[src/rtl/apb_reg_slave_pkg.sv]
// Shared FSM state encoding and size derivations for apb_reg_slave.
// Register count is clamped to at least two so the register index is never zero-width.
package apb_reg_slave_pkg;

  typedef enum logic [1:0] {
    ST_IDLE = 2'd0,
    ST_WAIT = 2'd1,
    ST_DONE = 2'd2
  } apb_state_e;

  function automatic int reg_num_eff(input int reg_num);
    return (reg_num < 2) ? 2 : reg_num;
  endfunction

  function automatic int log2_reg(input int reg_num);
    return $clog2(reg_num_eff(reg_num));
  endfunction

  function automatic int log2_byte(input int data_width);
    return $clog2(data_width / 8);
  endfunction

endpackage

[src/rtl/apb_strb_merge.sv]
// Byte-lane merge: each byte comes from new_data_i when its strobe is set,
// otherwise the current register byte in old_data_i is kept.
module apb_strb_merge #(
  parameter int DATA_WIDTH = 32
) (
  input  logic [DATA_WIDTH-1:0]   old_data_i,
  input  logic [DATA_WIDTH-1:0]   new_data_i,
  input  logic [DATA_WIDTH/8-1:0] strb_i,
  output logic [DATA_WIDTH-1:0]   merged_o
);

  for (genvar b = 0; b < DATA_WIDTH / 8; b++) begin : g_lane
    assign merged_o[b*8 +: 8] = strb_i[b] ? new_data_i[b*8 +: 8] : old_data_i[b*8 +: 8];
  end

endmodule

[src/rtl/apb_reg_slave.sv]
// APB slave bridging to a flat register bus with a fixed 3-cycle transfer.
// Define APB_REG_PSTRB_EN to honour pstrb via byte merge with the current register value.
//
// state   | meaning
// --------+---------------------------------------------------------
// ST_IDLE | waiting for a setup phase; captures the request
// ST_WAIT | one-cycle decode; registers read data, error, write data
// ST_DONE | pready high for one cycle; write strobe if error-free
module apb_reg_slave
  import apb_reg_slave_pkg::*;
#(
  parameter int ADDR_WIDTH     = 32,
  parameter int DATA_WIDTH     = 32,
  parameter int REG_NUM        = 8,
  parameter int REG_DATA_WIDTH = 32
) (
  input  logic                              clk,
  input  logic                              resetn,
  input  logic                              psel,
  input  logic                              penable,
  input  logic                              pwrite,
  input  logic [ADDR_WIDTH-1:0]             paddr,
  input  logic [DATA_WIDTH-1:0]             pwdata,
  input  logic [DATA_WIDTH/8-1:0]           pstrb,
  output logic [DATA_WIDTH-1:0]             prdata,
  output logic                              pready,
  output logic                              pslverr,
  input  logic [REG_NUM*REG_DATA_WIDTH-1:0] reg_rdata_bus,
  output logic                              reg_apb_wen,
  output logic [REG_DATA_WIDTH-1:0]         reg_apb_wdata,
  output logic [log2_reg(REG_NUM)-1:0]      reg_apb_addr
);

  localparam int REG_NUM_EFF = reg_num_eff(REG_NUM);
  localparam int LOG2_REG    = log2_reg(REG_NUM);
  localparam int LOG2_BYTE   = log2_byte(DATA_WIDTH);
  localparam int BYTES       = DATA_WIDTH / 8;
  localparam int ADDR_LIMIT  = REG_NUM * REG_DATA_WIDTH / 8;

  apb_state_e state_q, state_d;

  logic [ADDR_WIDTH-1:0]     paddr_q, paddr_d;
  logic                      pwrite_q, pwrite_d;
  logic [DATA_WIDTH-1:0]     pwdata_q, pwdata_d;
  logic [DATA_WIDTH-1:0]     prdata_q, prdata_d;
  logic                      pready_q, pready_d;
  logic                      pslverr_q, pslverr_d;
  logic                      wen_q, wen_d;
  logic [REG_DATA_WIDTH-1:0] wdata_q, wdata_d;
  logic [LOG2_REG-1:0]       addr_q, addr_d;

  logic [REG_DATA_WIDTH-1:0] regs [REG_NUM_EFF];
  logic [LOG2_REG-1:0]       idx;
  logic [REG_DATA_WIDTH-1:0] sel_data;
  logic [REG_DATA_WIDTH-1:0] merged_wdata;
  logic                      addr_err;

  // Indices past REG_NUM (only possible when REG_NUM < 2) read as zero.
  for (genvar k = 0; k < REG_NUM_EFF; k++) begin : g_regs
    if (k < REG_NUM) begin : g_real
      assign regs[k] = reg_rdata_bus[k*REG_DATA_WIDTH +: REG_DATA_WIDTH];
    end else begin : g_pad
      assign regs[k] = '0;
    end
  end

  assign idx      = paddr_q[LOG2_BYTE +: LOG2_REG];
  assign sel_data = regs[idx];
  assign addr_err = ((paddr_q & ADDR_WIDTH'(BYTES - 1)) != '0) ||
                    (paddr_q >= ADDR_WIDTH'(ADDR_LIMIT));

`ifdef APB_REG_PSTRB_EN
  logic [DATA_WIDTH/8-1:0] pstrb_q, pstrb_d;

  apb_strb_merge #(
    .DATA_WIDTH (REG_DATA_WIDTH)
  ) u_strb_merge (
    .old_data_i (sel_data),
    .new_data_i (pwdata_q),
    .strb_i     (pstrb_q),
    .merged_o   (merged_wdata)
  );
`else
  logic unused_pstrb;
  assign unused_pstrb = ^pstrb;
  assign merged_wdata = pwdata_q;
`endif

  always_comb begin
    state_d   = state_q;
    paddr_d   = paddr_q;
    pwrite_d  = pwrite_q;
    pwdata_d  = pwdata_q;
`ifdef APB_REG_PSTRB_EN
    pstrb_d   = pstrb_q;
`endif
    prdata_d  = '0;
    pready_d  = 1'b0;
    pslverr_d = 1'b0;
    wen_d     = 1'b0;
    wdata_d   = wdata_q;
    addr_d    = addr_q;
    unique case (state_q)
      ST_IDLE: begin
        if (psel && !penable) begin
          state_d  = ST_WAIT;
          paddr_d  = paddr;
          pwrite_d = pwrite;
          pwdata_d = pwdata;
`ifdef APB_REG_PSTRB_EN
          pstrb_d  = pstrb;
`endif
        end
      end
      ST_WAIT: begin
        if (!psel) begin
          state_d = ST_IDLE;
        end else begin
          state_d   = ST_DONE;
          pready_d  = 1'b1;
          pslverr_d = addr_err;
          if (!addr_err && !pwrite_q) prdata_d = sel_data;
          if (!addr_err && pwrite_q) begin
            wen_d   = 1'b1;
            wdata_d = merged_wdata;
            addr_d  = idx;
          end
        end
      end
      ST_DONE: state_d = ST_IDLE;
      default: state_d = ST_IDLE;
    endcase
  end

  always_ff @(posedge clk or negedge resetn) begin
    if (!resetn) begin
      state_q   <= ST_IDLE;
      paddr_q   <= '0;
      pwrite_q  <= 1'b0;
      pwdata_q  <= '0;
`ifdef APB_REG_PSTRB_EN
      pstrb_q   <= '0;
`endif
      prdata_q  <= '0;
      pready_q  <= 1'b0;
      pslverr_q <= 1'b0;
      wen_q     <= 1'b0;
      wdata_q   <= '0;
      addr_q    <= '0;
    end else begin
      state_q   <= state_d;
      paddr_q   <= paddr_d;
      pwrite_q  <= pwrite_d;
      pwdata_q  <= pwdata_d;
`ifdef APB_REG_PSTRB_EN
      pstrb_q   <= pstrb_d;
`endif
      prdata_q  <= prdata_d;
      pready_q  <= pready_d;
      pslverr_q <= pslverr_d;
      wen_q     <= wen_d;
      wdata_q   <= wdata_d;
      addr_q    <= addr_d;
    end
  end

  // A master dropping psel during DONE aborts the transfer, so the strobe is gated.
  assign reg_apb_wen   = wen_q & psel;
  assign prdata        = prdata_q;
  assign pready        = pready_q;
  assign pslverr       = pslverr_q;
  assign reg_apb_wdata = wdata_q;
  assign reg_apb_addr  = addr_q;

endmodule

[config.mk]
export PLATFORM = sky130hd
export DESIGN_NAME = apb_reg_slave
export DESIGN_NICKNAME = d
export VERILOG_FILES = /design/src/rtl/apb_reg_slave_pkg.sv /design/src/rtl/apb_strb_merge.sv /design/src/rtl/apb_reg_slave.sv
export SDC_FILE = /design/constraint.sdc
export NUM_CORES = 1
export LEC_CHECK = 0
export ABC_AREA = 1
export BUFFER_PORTS_ARGS = -buffer_cell sky130_fd_sc_hd__buf_2
export CAP_MARGIN = 20
export CORE_ASPECT_RATIO = 1.1
export CORE_MARGIN = 2
export CORE_UTILIZATION = 25
export DETAILED_ROUTE_END_ITERATION = 16
export MAX_ROUTING_LAYER = met4
export PLACE_DENSITY = 0.47
export SYNTH_ARGS = -nofsm -noshare
export SYNTH_HDL_FRONTEND = slang
export SYNTH_SLANG_ARGS = --single-unit
[constraint.sdc]
create_clock -name clk -period 3.7 [get_ports clk]
set_clock_uncertainty 0.05 [all_clocks]
set_input_delay 0.74 -clock clk [delete_from_list [all_inputs] [get_ports clk]]
set_output_delay 0.74 -clock clk [all_outputs]
set_load 0.005 [all_outputs]
==> flow_summary_export.csv <==
group,metric,value,unit
placement,io_buffers,394,
synth,synth_seq_cells,137,
timing,timing.final.crit_share,0.6503,
job,cap_violations,0,
final_layout,final_net_count,1753,
die,dieArea,0.03119,mm²
critical_path,cp.arrival,2.67,ns
timing,rsz0062_at_grt,"false",
synth,ys_top_cells_by_area,"dfrtp_1 46%, nor2_1 15%, nand2_1 13%",
synth,synth_most_common_cell,"nor2_1",
timing,max_freq,415.6,MHz
clock_tree,cts_buffers,17,
clock_tree,postCtsSetupBuffers,0,
final_layout,drive_gt1_frac,0.3145,
critical_path,critPathCaptureType,"flip-flop",
timing,max-slew-margin-rel,0.2819,
die,rows,66,
final_layout,seqCellArea,0.003433,mm²
clock_tree,cts_tree,"built",
route,wl_per_cell,16.62,µm
synth,synth_top_area_share,0.4603,
critical_path,cp_max_fo,77,
critical_path,crit_start,"paddr_q[2]$_DFFE_PN0P_",
critical_path,startpoint_type,"flip-flop",
clock_tree,cts_resized,0,
global_route,grt_pass1_vias,8193,
global_route,grt_max_degree,80,
timing,finalHoldViolCount,0,
clock_tree,cts_buffer_depth,2,
synth,seq_area_frac_synth,0.4603,
timing,setup_violations,0,
synth,yosys_warnings,0,
route,vias_per_cell,4.544,
die,die_h,185.0,µm
synth,yosys.area.top_type,"dfrtp_1",
critical_path,required,3.97,ns
critical_path,worstReg2RegEnd,"prdata[5]$_DFF_PN0_",
timing,tightest_slew,1.076,ns
outcome,status,"complete, no violations",
timing,drv_slew,0,
global_route,grt_overflow,0,
synth,synth_fp_nets,1403,
timing,period_minus_slack,2.406,ns
pwr,pwr_density_cell,451.1,mW/mm²
critical_path,endpoint,"prdata[5]$_DFF_PN0_",
synth,async_flop_share,1.000,
synth,syn_area,0.007447,mm²
route,drtIter0Drc,541,
synth,synthTopCellsByCount,"307 x nor2_1, 252 x nand2_1, 137 x dfrtp_1, 135 x nand3_1, 130 x o21ai_0",
pwr,p_leak,0.005602,µW
die,core_area,0.02948,mm²
min_path,hp-class,"in -> async",
global_route,grt_pass1_wl,45.93,mm
critical_path,r2r.worst_path.cells,6,
route,finalWirelength,30.21,mm
clock_tree,htree_levels,4,
route,route.detailed.drc,0,
timing,setup-tns-final,0,ns
clock_tree,cts_root_buf,"clkbuf_16",
synth,syn_inst,1074,
critical_path,rr_startpoint,"paddr_q[2]$_DFFE_PN0P_",
critical_path,worstSetupPathType,"reg -> reg",
global_route,grt_use_total,0.1980,
pwr,irDropWorstVdd,0.2567,mV
placement,post-dp-hpwl,21.82,mm
final_layout,area_delta_synth_final,37.60,%
synth,syn_area_per_cell,6.934,µm²
pwr,p_total,4622,µW
synth,synth_edf_count,0,
synth,yosysUniqueCellTypes,19,
final_layout,multi_input_area,0.003536,mm²
critical_path,r2r_slack,1.29,ns
route,first_pass_iters,5,
route,drtAntennaViolNets,0,
synth,yosys_most_used_dff,"dfrtp_1",
route,vias,8256,
clock_tree,clk_latency,0.42,ns
final_layout,nFillCells,3324,
clock_tree,cts.sinks,137,
die,floorplan.initialDensity,0.2526,
clock_tree,cts.clk_slew.worst_paths,0.07,ns
die,die_w,168.6,µm
clock_tree,cts_hold_buffers,0,
placement,place.gp.congestion,0.8606,
die,ioPinCount,399,
global_route,antenna_found_initial,6,
[flip-flops by register name (all words and copies together) (netlist names), 2 cells and up]
name and count:
merged_wdata 32, paddr_q 32, prdata 32, reg_apb_addr 3, reg_apb_wdata 32, state_q 2
[routing by layer]
layer | global-route usage | wire (µm) | share of wire
met1 | 0.2432 | 13230 | 0.44
met2 | 0.3263 | 14900 | 0.49
met3 | 0.03568 | 1418 | 0.047
met4 | 0.07448 | 652 | 0.022
met5 | - | 0 | 0
[critical path: stages (launching register included)]
cell	delay, ns
dfrtp_4	0.63
inv_2	0.64
buf_12	0.34
o21ai_0	0.15
nand3_1	0.12
nand3_1	0.11
nor2_1	0.19
[worst min-delay path by stage]
stage,from,end,slack [ns],cells past startpoint
final,resetn,merged_wdata[6]$_DFFE_PN0P_,0.31,1
after CTS,resetn,reg_apb_wdata[3]$_DFFE_PN0P_,0.34,1
after detailed placement,reg_apb_wdata[3]$_DFFE_PN0P_,reg_apb_wdata[3]$_DFFE_PN0P_,0.40,2
after global routing,resetn,reg_apb_wdata[3]$_DFFE_PN0P_,0.38,1
after floorplan,resetn,merged_wdata[0]$_DFFE_PN0P_,0.39,0
after global placement,reg_apb_addr[0]$_DFFE_PN0P_,reg_apb_addr[0]$_DFFE_PN0P_,0.40,2
[area by class of cell]
type / instances / area share
Antenna cell: 6 / 0.001465
Clock buffer: 18 / 0.04286
Clock inverter: 14 / 0.01734
Inverter: 20 / 0.007326
Multi-Input combinational cell: 839 / 0.3451
Sequential cell: 137 / 0.3350
Tap cell: 374 / 0.04567
Timing Repair Buffer: 409 / 0.2053
[layout by cell type (no fill, tap or decap), types with 4 or more instances in the layout]
cell type  netlist  layout
nand3_1        135     135
o21ai_1          9       9
diode_2          0       6
buf_2           24     393
clkbuf_16        0      17
nand2_1        252     252
inv_1           18      17
inv_6            0       4
o21ai_0        130     130
buf_4           17      14
dfrtp_1        137     135
nor2_1         307     307
[logic make-up (layout without fill, tap and decap cells)]
kind of cell | Yosys count | after routing | share of synthesized area
AOI/OAI and AO/OA | 139 | 139 | 0.09341
buffers and inverters | 98 | 461 | 0.06502
DFF | 137 | 137 | 0.4603
other | 0 | 6 | 0
and+or+nand+nor | 700 | 700 | 0.3812
[per-stage QoR]
| stage | area (µm²) | std cells | utilization | hold WS, ns | setup slack [ns] |
|---|---|---|---|---|---|
| 2_1_floorplan | 7447 | 1074 | - | 0.3926 | 2.014 |
| 3_3_place_gp | 9615 | 1779 | 0.3262 | 0.4020 | 1.315 |
| 3_5_place_dp | 9615 | 1779 | 0.3262 | 0.4032 | 1.328 |
| 4_1_cts | 10230 | 1811 | 0.3471 | 0.3417 | 1.320 |
| 5_1_grt | 10250 | 1817 | 0.3476 | 0.3760 | 1.098 |
| 6_report | 10250 | 1817 | 0.3476 | 0.3069 | 1.294 |
[power breakdown]
group	internal, µW	total [µW]	switching [µW]
registers	1620	1700	79.3
clock network	1040	1790	751
logic	418	1130	709
Note: power is estimated with default switching activity, not from simulation.
